==> src/rtl/shared_mem_arbiter_pkg.sv <==
// Shared definitions for the shared-memory arbiter and its round-robin selector.
// Provides counter width, owner-index sizing and packed per-core field offsets.
package shared_mem_arbiter_pkg;

  localparam int ARB_COUNT_WIDTH = 32;

  // Index width for a core number; never narrower than one bit.
  function automatic int owner_width(input int num_cores);
    return (num_cores > 1) ? $clog2(num_cores) : 1;
  endfunction

  // LSB position of core idx's field in a vector packed at field_width per core.
  function automatic int field_lsb(input int idx, input int field_width);
    return idx * field_width;
  endfunction

endpackage

==> src/rtl/rr_priority_select.sv <==
// Combinational round-robin picker: the search starts one past last_idx, ascends with wrap,
// and stops at the first set request bit. It produces a one-hot grant, an index and a valid flag.
module rr_priority_select
  import shared_mem_arbiter_pkg::*;
#(
  parameter int N  = 2,
  parameter int IW = owner_width(N)
) (
  input  logic [N-1:0]  req,
  input  logic [IW-1:0] last_idx,
  output logic [N-1:0]  grant,
  output logic [IW-1:0] grant_idx,
  output logic          grant_valid
);

  logic [IW-1:0] cand;

  always_comb begin
    grant       = '0;
    grant_idx   = '0;
    grant_valid = 1'b0;
    cand        = '0;
    for (int off = 1; off <= N; off++) begin
      cand = IW'((int'(last_idx) + off) % N);
      if (!grant_valid && req[cand]) begin
        grant_valid = 1'b1;
        grant_idx   = cand;
        grant[cand] = 1'b1;
      end
    end
  end

endmodule

==> src/rtl/shared_mem_arbiter.sv <==
// Round-robin arbiter giving N cores same-cycle access to one shared memory port.
// Read data is broadcast; read_valid/read_owner tag it one cycle after the grant.
module shared_mem_arbiter
  import shared_mem_arbiter_pkg::*;
#(
  parameter int NUM_CORES  = 2,
  parameter int ADDR_WIDTH = 16,
  parameter int DATA_WIDTH = 16
) (
  input  logic                              clk,
  input  logic                              reset,
  input  logic [NUM_CORES-1:0]              core_request,
  input  logic [NUM_CORES*ADDR_WIDTH-1:0]   core_addr,
  input  logic [NUM_CORES-1:0]              core_wren,
  input  logic [NUM_CORES-1:0]              core_rden,
  input  logic [NUM_CORES*DATA_WIDTH-1:0]   core_write_val,
  output logic [NUM_CORES-1:0]              core_enable,
  output logic [DATA_WIDTH-1:0]             core_read_val,
  output logic [ADDR_WIDTH-1:0]             mem_addr,
  output logic                              mem_wren,
  output logic                              mem_rden,
  output logic [DATA_WIDTH-1:0]             mem_write_val,
  input  logic [DATA_WIDTH-1:0]             mem_read_val,
  output logic [owner_width(NUM_CORES)-1:0] read_owner,
  output logic                              read_valid,
  output logic [ARB_COUNT_WIDTH-1:0]        conflict_count,
  output logic [ARB_COUNT_WIDTH-1:0]        grant_count
);

  localparam int OW = owner_width(NUM_CORES);

  // Handshake: core_request is a level held by a stalled core until it sees core_enable
  // in the same cycle; a cycle with both high is one completed transfer (valid/ready).
  logic [OW-1:0]        last_grant;
  logic [NUM_CORES-1:0] sel_grant;
  logic [OW-1:0]        sel_idx;
  logic                 sel_valid;
  logic                 granted;

  rr_priority_select #(
    .N  (NUM_CORES),
    .IW (OW)
  ) u_select (
    .req         (core_request),
    .last_idx    (last_grant),
    .grant       (sel_grant),
    .grant_idx   (sel_idx),
    .grant_valid (sel_valid)
  );

  // No access can leak out while reset is asserted.
  assign granted     = sel_valid && !reset;
  assign core_enable = granted ? sel_grant : '0;

  always_comb begin
    mem_addr      = '0;
    mem_wren      = 1'b0;
    mem_rden      = 1'b0;
    mem_write_val = '0;
    if (granted) begin
      mem_addr      = core_addr[field_lsb(int'(sel_idx), ADDR_WIDTH) +: ADDR_WIDTH];
      mem_write_val = core_write_val[field_lsb(int'(sel_idx), DATA_WIDTH) +: DATA_WIDTH];
      mem_wren      = core_wren[sel_idx];
      mem_rden      = core_rden[sel_idx];
    end
  end

  assign core_read_val = mem_read_val;

  always_ff @(posedge clk or posedge reset) begin
    if (reset) begin
      last_grant     <= OW'(NUM_CORES - 1);
      read_owner     <= '0;
      read_valid     <= 1'b0;
      conflict_count <= '0;
      grant_count    <= '0;
    end else begin
      read_valid <= mem_rden;
      if (granted) begin
        last_grant  <= sel_idx;
        read_owner  <= sel_idx;
        grant_count <= grant_count + 1'b1;
      end
      if ($countones(core_request) >= 2)
        conflict_count <= conflict_count + 1'b1;
    end
  end

endmodule

==> config.mk <==
export PLATFORM = sky130hd
export DESIGN_NAME = shared_mem_arbiter
export DESIGN_NICKNAME = d
export VERILOG_FILES = /design/src/rtl/shared_mem_arbiter_pkg.sv /design/src/rtl/rr_priority_select.sv /design/src/rtl/shared_mem_arbiter.sv
export SDC_FILE = /design/constraint.sdc
export NUM_CORES = 1
export LEC_CHECK = 0
export BUFFER_PORTS_ARGS = -buffer_cell sky130_fd_sc_hd__buf_2
export CORE_AREA = 3 3 126 79
export CTS_BUF_LIST = sky130_fd_sc_hd__clkbuf_4 sky130_fd_sc_hd__clkbuf_8 sky130_fd_sc_hd__clkbuf_16
export DETAILED_ROUTE_END_ITERATION = 10
export DIE_AREA = 0 0 129 82
export GPL_TIMING_DRIVEN = 0
export PLACE_DENSITY = 0.84
export SETUP_SLACK_MARGIN = 0.2
export SYNTH_ARGS = -nofsm -noshare
export SYNTH_HDL_FRONTEND = slang
export SYNTH_SLANG_ARGS = --single-unit
export TNS_END_PERCENT = 10
==> constraint.sdc <==
create_clock -name clk -period 3.1 [get_ports clk]
set_clock_uncertainty 0.2 [all_clocks]
set_input_delay 0.465 -clock clk [delete_from_list [all_inputs] [get_ports clk]]
set_output_delay 0.465 -clock clk [all_outputs]
set_load 0.05 [all_outputs]
==> results summary, run 1 <==
The core footprint is 8990 sq um. The die span in y came out at slightly above 80 um. In this run, the number of DRC markers left after iteration 0 of detailed routing was about 190. Buffers placed on the I/O ports in this run total 188. The type of destination of the critical path is an output port. The number of nets in the synthesized netlist is 478. Setup repair after global routing could not meet its margin everywhere. Static timing analysis puts the maximum clock frequency at 0.362 GHz. The cell repeated most along the worst path is sky130_fd_sc_hd__nand2_1.

The total number of nets in the final design came out at 678. Measured against its own limit, the worst slew margin works out to between 30% and 40%. The post-route clock period utilization came out at 89.1%. The data arrival time of the worst path is about 2.1 ns. In this run, placement finished with an instance count of around 690. Relative to the synthesized area, the layout overhead comes to 38.6%. Each instance of the synthesized netlist takes up on average 9.28 sq um. The largest vdd supply drop is around 0.00026 V. After clock tree synthesis, the clock-pin slew on the worst setup and hold paths is 0.06 ns. The share of the yosys chip area belonging to registers came out at 46.6%.

The number of buffers inserted by hold repair at cts is 0. TritonCTS built the clock tree. The weighted congestion reported at the end of routability-driven placement came out at ~0.86. The final hold slack came out at ~0.14 ns. The worst setup path is launched from a register.

The H-tree depth reported by CTS is 3. The initial antenna violation count is 0. The power density over the cells came out at 570 nW/um^2. Summed over all layers, the routed wires come to 10,100 um. The overall global routing resource usage is 19.4%. The via count of the first global-routing pass is 3,373. In the final layout, the share of cells above drive strength 1 is 40.5%.

The effective utilization at floorplan is 40.1%. The final max-slew violation count came out at 0. The first detailed-routing pass ran for 5 iterations. The total of endpoints with negative setup slack in the final report is 0. The signal on the critical path passes through nand2_1, nand2_1, clkbuf_1, nand2_1, a21oi_1, buf_2. The clock insertion delay at the later pin of the skew report came out at 0.33 ns. The sink count of the clock tree came out at 67.

The die outline area came out at 10,600 sq um. 206 I/O pins were placed. The via count is 3,533. Once the clock tree was built, the resizer swapped 0 gates to a different size. The number of antenna-violating nets in the routed design is 0. In this run the worst path has a maximum fanout of 10. The flow ran to the end, and the final reports show no timing, DRC or antenna violations. The routed length per placed instance is between 10 and 15 um. The wire length of the first global-routing pass came out at about 16,000 um. Clock tree synthesis inserted a total of 9 buffers. Synthesis produced 388 cells. The largest individual stage delay along the critical path comes from the cell sky130_fd_sc_hd__dfstp_2. The maximum number of pins on one net before global-route repair is 42. The remaining routing DRC violations is 0. The vias per cell came out at 4.98. The transition time at the pin with the least slew margin came out at 0.915 ns.

For this run, the number of standard cells in the final layout without fillers is 709. The width of the die came out at ~130 um. The root buffer cell chosen for the clock tree is sky130_fd_sc_hd__clkbuf_16.

The standard-cell row count came out at 27. The number of buffers on the longest clock path came out at 2. The number of storage elements in the synthesis netlist came out at 67. The delay of the slowest cell on the worst path is between 0.5 and 0.6 ns. The shortest period the worst path allows came out at ~2.8 ns. The post-CTS setup buffer count is 0. The estimated wirelength of the detail-placed design is 7860 um. The path type of the worst setup path is register to output port.

The post-synthesis instance area is 3600 sq um. The number of diodes added for antenna fixing came out at 0. Synthesis instantiated 27 different standard cells from the library.

At the worst endpoint, the required time is 2.43 ns. The worst hold path belongs to the class input port to asynchronous set/reset pin. For this run, the number of Yosys warnings is 0.

The final count of hold timing violations is 0. Summed over all cells, the static leakage comes to ~2.7 nW. The leftover overflow at the end of global routing is 0.

The max-capacitance violation count is 0.
-- worst max-delay path: cells and delay by family (launching register included) --
family	cells	cell delay [ns]
buffers and inverters	2	0.66
AOI/OAI and AO/OA	1	0.15
and+or+nand+nor	3	0.42
DFF	1	0.54
-- cell families (layout without fill, tap and decap cells) --
logic type                 after synthesis  count (layout)  synth area share (%)
muxes                                    1               1                 0.313
DFF                                     67              67                  46.6
AOI/OAI and AO/OA                       37              37                  5.45
adders and majority gates                2               2                 0.695
xor gates and xnor gates                62              62                  15.1
buffers and inverters                   37             242                  5.77
and+or+nand+nor                        182             182                  26.1
-- Yosys cell counts --
master | instances | area share, %
sky130_fd_sc_hd__and2_1 | 5 | 0.87
sky130_fd_sc_hd__xor2_1 | 11 | 2.7
sky130_fd_sc_hd__and4_1 | 6 | 1.5
sky130_fd_sc_hd__or2_2 | 1 | 0.17
sky130_fd_sc_hd__a21oi_1 | 34 | 4.7
sky130_fd_sc_hd__mux2_2 | 1 | 0.31
sky130_fd_sc_hd__xnor2_1 | 51 | 12
sky130_fd_sc_hd__inv_1 | 5 | 0.52
sky130_fd_sc_hd__nor2_1 | 9 | 0.94
sky130_fd_sc_hd__nor3_1 | 4 | 0.56
sky130_fd_sc_hd__and3_1 | 12 | 2.1
sky130_fd_sc_hd__dfrtp_1 | 66 | 46
sky130_fd_sc_hd__nor4_1 | 2 | 0.35
sky130_fd_sc_hd__nand3_1 | 25 | 3.5
sky130_fd_sc_hd__nand4_1 | 24 | 4.2
sky130_fd_sc_hd__o21bai_2 | 1 | 0.31
sky130_fd_sc_hd__ha_1 | 2 | 0.69
sky130_fd_sc_hd__clkbuf_1 | 11 | 1.1
sky130_fd_sc_hd__nand4_2 | 1 | 0.35
sky130_fd_sc_hd__dfstp_2 | 1 | 0.73
sky130_fd_sc_hd__nand2_1 | 87 | 9.1
sky130_fd_sc_hd__buf_4 | 17 | 3.5
sky130_fd_sc_hd__buf_2 | 4 | 0.56
sky130_fd_sc_hd__nor4_2 | 2 | 0.69
sky130_fd_sc_hd__a21o_1 | 2 | 0.42
sky130_fd_sc_hd__nand2b_1 | 1 | 0.17
sky130_fd_sc_hd__nor4_4 | 3 | 1.8
-- power breakdown --
part           switching [mW]  internal [mW]  leakage (nW)
clock                   0.374          0.549         0.132
combinational           0.646          0.227          1.67
sequential             0.0957          0.956         0.899
-- metal layers --
metal	GRT usage, %	up-vias	wire length (um)
met5	0	-	0
met4	5.87	0	136
met3	6.24	14	562
met2	30.9	101	4850
met1	25.2	1711	4510
li1	-	1707	-
-- placed cells by master, fill, tap and decap left out, types with 3 or more instances in the layout --
cell	netlist	final
sky130_fd_sc_hd__a21oi_1	34	34
sky130_fd_sc_hd__buf_2	4	192
sky130_fd_sc_hd__clkbuf_2	0	3
sky130_fd_sc_hd__and2_1	5	5
sky130_fd_sc_hd__nor3_1	4	4
sky130_fd_sc_hd__clkbuf_16	0	9
sky130_fd_sc_hd__xnor2_1	51	51
sky130_fd_sc_hd__xor2_1	11	11
sky130_fd_sc_hd__clkbuf_1	11	8
sky130_fd_sc_hd__nor2_1	9	9
sky130_fd_sc_hd__and4_1	6	6
sky130_fd_sc_hd__dfrtp_1	66	66
sky130_fd_sc_hd__nand3_1	25	25
sky130_fd_sc_hd__nor4_4	3	3
sky130_fd_sc_hd__nand4_1	24	24
sky130_fd_sc_hd__clkinvlp_4	0	3
sky130_fd_sc_hd__buf_4	17	17
sky130_fd_sc_hd__and3_1	12	12
sky130_fd_sc_hd__nand2_1	87	87
sky130_fd_sc_hd__inv_1	5	4
-- metrics by stage --
stage	TNS [ns]	cell area [sq um]	power, mW	setup WS (ns)	utilization [%]
after floorplan	0	3610	1.69	0.362	-
after global placement	-0.189	4690	1.92	-0.189	52.2
after detailed placement	0	4710	1.94	0.347	52.4
after CTS	0	4990	2.88	0.294	55.5
after global routing	0	4990	2.98	0.134	55.5
final	0	4990	2.85	0.336	55.5
-- sequential cells by signal, summed over array words and instances, names as in the netlist --
signal / flops
conflict_count: 32
grant_count: 32
last_grant: 1
read_owner: 1
read_valid: 1
-- path summary, 6_finish.rpt --
check                                         from                  to  slack, ns  depth (start not counted)
max in group asynchronous                    reset     grant_count[27]       1.93                          3
worst min register to register  conflict_count[31]  conflict_count[31]       0.28                          1
worst max-delay path                    last_grant   mem_write_val[12]       0.34                          6
worst max register to register   conflict_count[0]  conflict_count[26]       0.99                          5
min in group clk                      core_rden[1]          read_valid       0.20                          3
worst min-delay path                         reset     grant_count[29]       0.14                          2
-- cell type report --
type	count	area, sq um
inverter	5	22.5
clock inverter	6	42.5
sequential	67	1680
clock buffer	10	233
multi-input combinational	284	1720
timing repair buffer	189	961
buffer	32	193
fill	818	4000
tap	116	145
Power figures use the tool's default switching activity.
==> run 2, diff against run 1 <==
--- a/config.mk
+++ b/config.mk
@@ -5,9 +5,10 @@
 export SDC_FILE = /design/constraint.sdc
 export NUM_CORES = 1
 export LEC_CHECK = 0
-export BUFFER_PORTS_ARGS = -buffer_cell sky130_fd_sc_hd__buf_2
+export BUFFER_PORTS_ARGS = -buffer_cell sky130_fd_sc_hd__clkbuf_2
 export CORE_AREA = 3 3 126 79
 export CTS_BUF_LIST = sky130_fd_sc_hd__clkbuf_4 sky130_fd_sc_hd__clkbuf_8 sky130_fd_sc_hd__clkbuf_16
+export CTS_CLUSTER_SIZE = 25
 export DETAILED_ROUTE_END_ITERATION = 10
 export DIE_AREA = 0 0 129 82
 export GPL_TIMING_DRIVEN = 0
==> run 2 against run 1 <==
  * Sequential cell count is the same
  * Sequential share of layout area shrank 0.42 points
  * Sequential power is essentially flat
  * Total power grew 6.6%
  * Fmax shrank 1.7%
  * Core utilization grew 0.70 points
  * Cell area grew 1.3%
  * Critical path depth is the same
  * Non-clock buffer count is the same
  * Routed wire length grew 1.2%
==> results summary, run 2 (synthesized netlist as in run 1, its figures left out) <==
The power density over the cells came out at 601 nW/um^2 (was 570 nW/um^2). The post-route total power came to 3.04 mW (was 2.85 mW). The worst hold-check path type is input port to asynchronous set/reset pin (unchanged). The leftover overflow at the end of global routing is 0 (unchanged). The transition time at the pin with the least slew margin is 0.925 ns (was 0.915 ns). The path type of the worst setup path was register to output port (unchanged). The effective utilization at floorplan came to 40.1% (unchanged). The wire length of the first global-routing pass is 15,900 um (was 16,500 um).

The number of diodes added for antenna fixing is 0 (unchanged). The area overhead of the layout relative to synthesis is 40.3% (was 38.6%). The clock edge transition at the registers on the reported setup and hold paths is 0.05 ns (was 0.06 ns).

The routed length per placed instance came out at 14.3 um (was 14.2 um). The standard-cell row count is 27 (unchanged). The peak clock frequency supported by timing is 0.356 GHz (was 0.362 GHz).

The total of endpoints with negative setup slack in the final report was 0 (unchanged). The count of buffers inserted at the top-level ports came out at 188 (unchanged). The core footprint came out at 8990 sq um (unchanged). The worst path required time is 2.43 ns (about the same). The type of destination of the critical path was an output port (unchanged). The worst flop-to-flop path startpoint was conflict_count[0] (unchanged). The post-route clock period utilization is 90.7% (was 89.1%).

The final max-slew violation count was 0 (unchanged). The final count of hold timing violations was 0 (unchanged). The die span in y came to 82 um (unchanged). Most used cells in the layout excluding fill and tap cells: sky130_fd_sc_hd__clkbuf_2 (191), sky130_fd_sc_hd__nand2_1 (87), sky130_fd_sc_hd__dfrtp_1 (66) (was sky130_fd_sc_hd__buf_2 (192), sky130_fd_sc_hd__nand2_1 (87), sky130_fd_sc_hd__dfrtp_1 (66)). The number of buffers on the longest clock path is 2 (unchanged). The commonest non-fill, non-tap cell in the layout is sky130_fd_sc_hd__clkbuf_2 (was sky130_fd_sc_hd__buf_2). The weighted congestion reported at the end of routability-driven placement is 0.866 (was 0.864). The total leakage power came to 2.68 nW (was 2.70 nW). The max-capacitance violation count came out at 0 (unchanged). The CTS buffer count came out at 9 (unchanged).

The highest fanout seen on the critical path was 10 (unchanged). The routed wire length came out at 10,200 um (was 10,100 um). The setup slack at placement is 0.300 ns (was 0.347 ns). The post-layout worst setup margin is 0.287 ns (was 0.336 ns). RSZ-0062 raised after global routing: true (unchanged). The violation count after the first detailed-route iteration is 191 (was 185). The via count of the first global-routing pass came out at 3,288 (was 3,373).

The area of all sequential standard cells came out at 1680 sq um (unchanged). The overall global routing resource usage was 18.8% (was 19.4%). The number of buffers inserted by hold repair at cts is 0 (unchanged).

Run status: completed (unchanged). The normalized max-slew margin came out at 38.0% (was 38.9%). The initial antenna violation count was 0 (unchanged). The vias per cell is 5.05 (was 4.98).

The ratio of cells with drive above 1 in the final layout is 40.6% (was 40.5%). The largest vdd supply drop came out at 0.000298 V (was 0.000262 V). The critical path startpoint is last_grant (unchanged). The clock insertion delay at the later pin of the skew report is 0.32 ns (was 0.33 ns). The data arrival time of the worst path came out at 2.15 ns (was 2.10 ns). The remaining routing DRC violations is 0 (unchanged). The number of fill cells was 794 (was 818). The maximum number of pins on one net before global-route repair is 42 (unchanged). The number of antenna-violating nets in the routed design came out at 0 (unchanged). The sink count of the clock tree is 67 (unchanged).

The total number of nets in the final design is 679 (was 678). The width of the die is 129 um (unchanged). The number of iterations in the first detailed-routing pass came out at 4 (was 5).

The kind of start point of the critical path is a register (unchanged). The number of ports placed on the die boundary was 206 (unchanged). The H-tree depth reported by CTS is 3 (unchanged).

The die outline area is 10,600 sq um (unchanged). The shortest period the worst path allows was 2.81 ns (was 2.76 ns). The via count was 3,582 (was 3,533). The area of combinational cells with multiple inputs was 1720 sq um (unchanged).

The buffer cell driving the clock tree root is sky130_fd_sc_hd__clkbuf_16 (unchanged). Largest registers: conflict_count (32), grant_count (32) (unchanged). The estimated wirelength of the detail-placed design came out at 7990 um (was 7860 um). The clock tree from TritonCTS was built (unchanged).
run 2: changes by cell type in the layout (fill, tap and decap cells not counted), moves of 2 or more:
| cell | delta |
|---|---|
| sky130_fd_sc_hd__clkinv_4 | -2 |
| sky130_fd_sc_hd__clkbuf_2 | +188 |
| sky130_fd_sc_hd__clkbuf_8 | +2 |
| sky130_fd_sc_hd__buf_2 | -188 |
| sky130_fd_sc_hd__bufinv_16 | +2 |
run 2: layer usage:
| layer | GRT usage [%] | part of all wire, % | vias to the layer above | wire [um] |
|---|---|---|---|---|
| li1 | - | - | 1706 | - |
| met1 | 24.1 | 44 | 1733 | 4460 |
| met2 | 31.6 | 49 | 130 | 5010 |
| met3 | 5.00 | 5.7 | 13 | 581 |
| met4 | 5.35 | 1.3 | 0 | 131 |
| met5 | 0 | 0 | - | 0 |
run 2: worst paths after layout:
check,endpoint,slack [ns],depth (start not counted)
setup / recovery,mem_write_val[10],0.29,6
hold / removal,grant_count[29],0.07,2
setup reg to reg,conflict_count[30],0.98,5
hold reg to reg,conflict_count[31],0.28,1
max in group asynchronous,conflict_count[1],2.04,2
min in group clk,read_valid,0.19,3
run 2: critical path, stage by stage, from the launching register on:
cell                       delay (ns)
sky130_fd_sc_hd__dfstp_2         0.54
sky130_fd_sc_hd__nand2_1         0.06
sky130_fd_sc_hd__nand2_1         0.24
sky130_fd_sc_hd__buf_1           0.37
sky130_fd_sc_hd__nand2_1         0.10
sky130_fd_sc_hd__a21oi_1         0.20
sky130_fd_sc_hd__clkbuf_2        0.31
run 2: repair_timing:
item / CTS / global route
hold endpoints to repair: 0 / 0
endpoints found under the setup margin: 0 / 28
gates resized for setup: 0 / 7
buffers inserted: 0 / 0
run 2: stage by stage:
| stage | hold WS [ns] | util [%] | TNS (ns) | cell area (sq um) | instances |
|---|---|---|---|---|---|
| after floorplan | 0.298 | - | 0 | 3610 | 388 |
| after global placement | 0.261 | 52.2 | -0.217 | 4690 | 692 |
| after detailed placement | 0.264 | 52.4 | 0 | 4710 | 693 |
| after CTS | 0.165 | 56.1 | 0 | 5040 | 709 |
| after global routing | 0.102 | 56.2 | 0 | 5050 | 710 |
| final | 0.0746 | 56.2 | 0 | 5050 | 710 |
run 2: layout make-up:
cell class	instances	share of cell area, %
multi-input combinational	284	34.0
sequential	67	33.2
timing repair buffer	189	19.0
clock buffer	12	5.15
buffer	32	3.81
tap	116	2.87
clock inverter	4	1.44
inverter	5	0.446
timing repair inverter	1	0.0990
run 2: power by group:
group,internal [mW],switching (mW),total (mW)
combinational,0.223,0.648,0.871
clock,0.755,0.353,1.11
sequential,0.956,0.101,1.06
==> run 3, diff against run 2 <==
--- a/config.mk
+++ b/config.mk
@@ -6,14 +6,17 @@
 export NUM_CORES = 1
 export LEC_CHECK = 0
 export BUFFER_PORTS_ARGS = -buffer_cell sky130_fd_sc_hd__clkbuf_2
-export CORE_AREA = 3 3 126 79
+export CELL_PAD_IN_SITES_DETAIL_PLACEMENT = 1
+export CELL_PAD_IN_SITES_GLOBAL_PLACEMENT = 2
+export CORE_AREA = 2 2 162 100
 export CTS_BUF_LIST = sky130_fd_sc_hd__clkbuf_4 sky130_fd_sc_hd__clkbuf_8 sky130_fd_sc_hd__clkbuf_16
 export CTS_CLUSTER_SIZE = 25
 export DETAILED_ROUTE_END_ITERATION = 10
-export DIE_AREA = 0 0 129 82
+export DIE_AREA = 0 0 164 102
 export GPL_TIMING_DRIVEN = 0
-export PLACE_DENSITY = 0.84
+export PLACE_DENSITY = 0.89
 export SETUP_SLACK_MARGIN = 0.2
+export SLEW_MARGIN = 25
 export SYNTH_ARGS = -nofsm -noshare
 export SYNTH_HDL_FRONTEND = slang
 export SYNTH_SLANG_ARGS = --single-unit
==> run 3 against run 2 <==
  * Routed wire length rose by 13%
  * Non-clock buffer count is 2 higher
  * Via count down 0.28%
  * Clock power is 5% lower
==> results summary, run 3 (synthesized netlist as in run 1, its figures left out) <==
Run status: completed (unchanged). The fraction of power spent switching nets is 38.0% (was 36.3%). The initial antenna violation count was 0 (unchanged). The normalized max-slew margin came out at 56.2% (was 38.0%).

The number of ports placed on the die boundary is 206 (unchanged). The total of endpoints with negative setup slack in the final report is 0 (unchanged). The final count of hold timing violations came to 0 (unchanged). The final hold slack is 0.219 ns (was 0.0746 ns). The maximum number of pins on one net before global-route repair is 33 (was 42). The worst path required time is 2.43 ns (about the same). The wire length of the first global-routing pass came out at 18,300 um (was 15,900 um). The sink count of the clock tree was 67 (unchanged). The violation count after the first detailed-route iteration is 141 (was 191).

The number of fill cells came to 1,828 (was 794). The clock insertion delay at the later pin of the skew report was 0.32 ns (about the same). The number of buffers on the longest clock path is 2 (unchanged). The count of buffers inserted at the top-level ports came out at 188 (unchanged). The via count of the first global-routing pass is 3,503 (was 3,288).

The end point of the critical path is mem_write_val[5] (was mem_write_val[10]). The standard-cell row count is 35 (was 27). The post-CTS setup buffer count came out at 0 (unchanged). The vias per cell was 4.48 (was 5.05). The estimated wirelength of the detail-placed design is 9260 um (was 7990 um).

The count of buffering cells on the critical path with inverters included is 2 (unchanged). Critical path cell sequence: nand2_1, nand2_1, clkbuf_2, nand2_1, a21oi_1, clkbuf_2 (was nand2_1, nand2_1, buf_1, nand2_1, a21oi_1, clkbuf_2). The gate family responsible for the most delay along the worst path was buffers and inverters (unchanged). The CTS buffer count came out at 9 (unchanged).

RSZ-0062 raised after global routing: false (was true). The peak clock frequency supported by timing came out at 0.368 GHz (was 0.356 GHz). The summed area of non-filler cells in the final layout came out at 5170 sq um (was 5050 sq um). The buffer cell driving the clock tree root is sky130_fd_sc_hd__clkbuf_16 (unchanged). The final max-slew violation count came out at 0 (unchanged).

The H-tree depth reported by CTS came out at 3 (unchanged). The via count was 3,572 (was 3,582). The type of destination of the critical path is an output port (unchanged).

The number of antenna-violating nets in the routed design is 0 (unchanged). The internal power of the cells is 1.85 mW (was 1.93 mW). The total leakage power is 2.70 nW (was 2.68 nW). The endpoint of the lowest-slack register-to-register path was conflict_count[28] (was conflict_count[30]). The clock network power share came out at 35.1% (was 36.5%). The number of cells on the worst reg-to-reg path is 5 (unchanged).

The worst hold-check path type is input port to register (was input port to asynchronous set/reset pin). The global routing usage on met1 was 18.4% (was 24.1%). The post-route clock period utilization came to 87.7% (was 90.7%).

The core footprint is 15,200 sq um (was 8990 sq um). The power density over the cells is 577 nW/um^2 (was 601 nW/um^2). The area of placed instances is 4840 sq um (was 4710 sq um). The area overhead of the layout relative to synthesis is 43.6% (was 40.3%). The routed length per placed instance came to 14.5 um (was 14.3 um). The number of iterations in the first detailed-routing pass is 4 (unchanged). The ratio of cells with drive above 1 in the final layout was 41.3% (was 40.6%). Largest registers: conflict_count (32), grant_count (32) (unchanged). The path length in cells of the critical path is 6 (unchanged). The remaining routing DRC violations came to 0 (unchanged).

The die span in y came out at 102 um (was 82 um). The setup slack on the worst flop-to-flop path came out at 0.88 ns (was 0.98 ns). The critical path startpoint is last_grant (unchanged). The width of the die is 164 um (was 129 um).

The portion of total power attributed to combinational logic came out at 29.5% (was 28.7%). The path type of the worst setup path is register to output port (unchanged). The worst flop-to-flop path startpoint is conflict_count[0] (unchanged). The effective utilization at floorplan is 23.7% (was 40.1%). The data arrival time of the worst path is 2.05 ns (was 2.15 ns). The weighted congestion reported at the end of routability-driven placement is 0.831 (was 0.866). The total number of nets in the final design came out at 680 (was 679). The net switching power figure came out at 1.13 mW (was 1.10 mW). The delay of the slowest cell on the worst path came out at 0.54 ns (about the same). The die outline area came out at 16,700 sq um (was 10,600 sq um).

The highest-utilization routing layer at the global route stage is met2 (unchanged). The commonest non-fill, non-tap cell in the layout is sky130_fd_sc_hd__clkbuf_2 (unchanged). The highest fanout seen on the critical path is 10 (unchanged).

The largest vdd supply drop came out at 0.000245 V (was 0.000298 V). The number of diodes added for antenna fixing was 0 (unchanged). The shortest period the worst path allows is 2.72 ns (was 2.81 ns). The clock tree from TritonCTS is built (unchanged). Most used cells in the layout excluding fill and tap cells: sky130_fd_sc_hd__clkbuf_2 (196), sky130_fd_sc_hd__nand2_1 (87), sky130_fd_sc_hd__dfrtp_1 (66) (was sky130_fd_sc_hd__clkbuf_2 (191), sky130_fd_sc_hd__nand2_1 (87), sky130_fd_sc_hd__dfrtp_1 (66)). The fraction of power consumed by sequential logic came out at 35.5% (was 34.8%). The cell repeated most along the worst path is sky130_fd_sc_hd__nand2_1 (unchanged).

The kind of start point of the critical path is a register (unchanged). The overall global routing resource usage came out at 13.9% (was 18.8%). The transition time at the pin with the least slew margin is 0.652 ns (was 0.925 ns). The max-capacitance violation count came out at 0 (unchanged). The met2 usage is 23.2% (was 31.6%).

The met3 capacity usage during global routing is 3.69% (was 5.00%). The slowest cell on the critical path is sky130_fd_sc_hd__dfstp_2 (unchanged). The leftover overflow at the end of global routing is 0 (unchanged). The clock edge transition at the registers on the reported setup and hold paths was 0.05 ns (about the same).

The routed wire length came to 11,500 um (was 10,200 um).
[run 3: cell types whose count changed in the layout (fill, tap and decap cells not counted), sizes merged]
cell,change
bufinv,-1
clkinv,+1
clkinvlp,-1
dlygate4sd3,+1
inv,+1
[run 3: per-stage QoR]
stage	TNS [ns]	utilization [%]	setup WS (ns)	total power, mW	instances
after floorplan	0	-	0.362	1.69	388
after global placement	-0.305	31.6	-0.305	1.94	779
after detailed placement	0	31.9	0.214	1.97	781
after CTS	0	34.0	0.189	3.03	798
after global routing	0	34.0	0.209	3.14	798
final	0	34.0	0.383	2.98	798
[run 3: metal layers]
metal | routed length [um] | vias up | share of wire, %
met4 | 40 | 0 | 0.35
met3 | 642 | 2 | 5.6
li1 | - | 1712 | -
met5 | 0 | - | 0
met2 | 5710 | 110 | 49
met1 | 5150 | 1748 | 45
[run 3: how the worst min path moves through the flow]
| stage | startpoint | end | slack, ns | cells after the start |
|---|---|---|---|---|
| final | core_rden[1] | read_valid | 0.22 | 3 |
| after global routing | core_rden[0] | read_valid | 0.26 | 3 |
| after CTS | core_rden[1] | read_valid | 0.22 | 3 |
| after detailed placement | reset | conflict_count[0] | 0.27 | 2 |
| after global placement | conflict_count[31] | conflict_count[31] | 0.26 | 1 |
| after floorplan | last_grant | last_grant | 0.30 | 1 |
[run 3: worst reg2reg max path, stage by stage, from the launching register on]
cell	delay [ns]
sky130_fd_sc_hd__dfrtp_1	0.43
sky130_fd_sc_hd__ha_1	0.23
sky130_fd_sc_hd__nand4_2	0.19
sky130_fd_sc_hd__nor4_4	0.66
sky130_fd_sc_hd__nand4_1	0.22
sky130_fd_sc_hd__xnor2_1	0.18
[run 3: power by group through the flow]
stage	clock [mW]	sequential, mW	combinational [mW]
2_1_floorplan	0	1.32	0.374
3_3_place_gp	0	1.06	0.874
3_5_place_dp	0	1.08	0.891
4_1_cts	1.08	1.06	0.895
5_1_grt	1.12	1.08	0.945
6_report	1.05	1.06	0.879
[run 3: area by class of cell]
type	instances	area, sq um	area share [%]
Tap cell	203	254	4.91
Sequential cell	67	1680	32.4
Inverter	5	22.5	0.435
Buffer	32	199	3.85
Clock inverter	5	60.1	1.16
Clock buffer	11	253	4.89
Multi-Input combinational cell	284	1720	33.2
Timing Repair Buffer	191	991	19.2
[run 3: repair_timing]
item | in CTS | in global routing
resized for setup | 1 | 14
hold buffers | 1 | 0
endpoints found under the setup margin | 3 | 30
endpoints found under the hold margin | 7 | 0
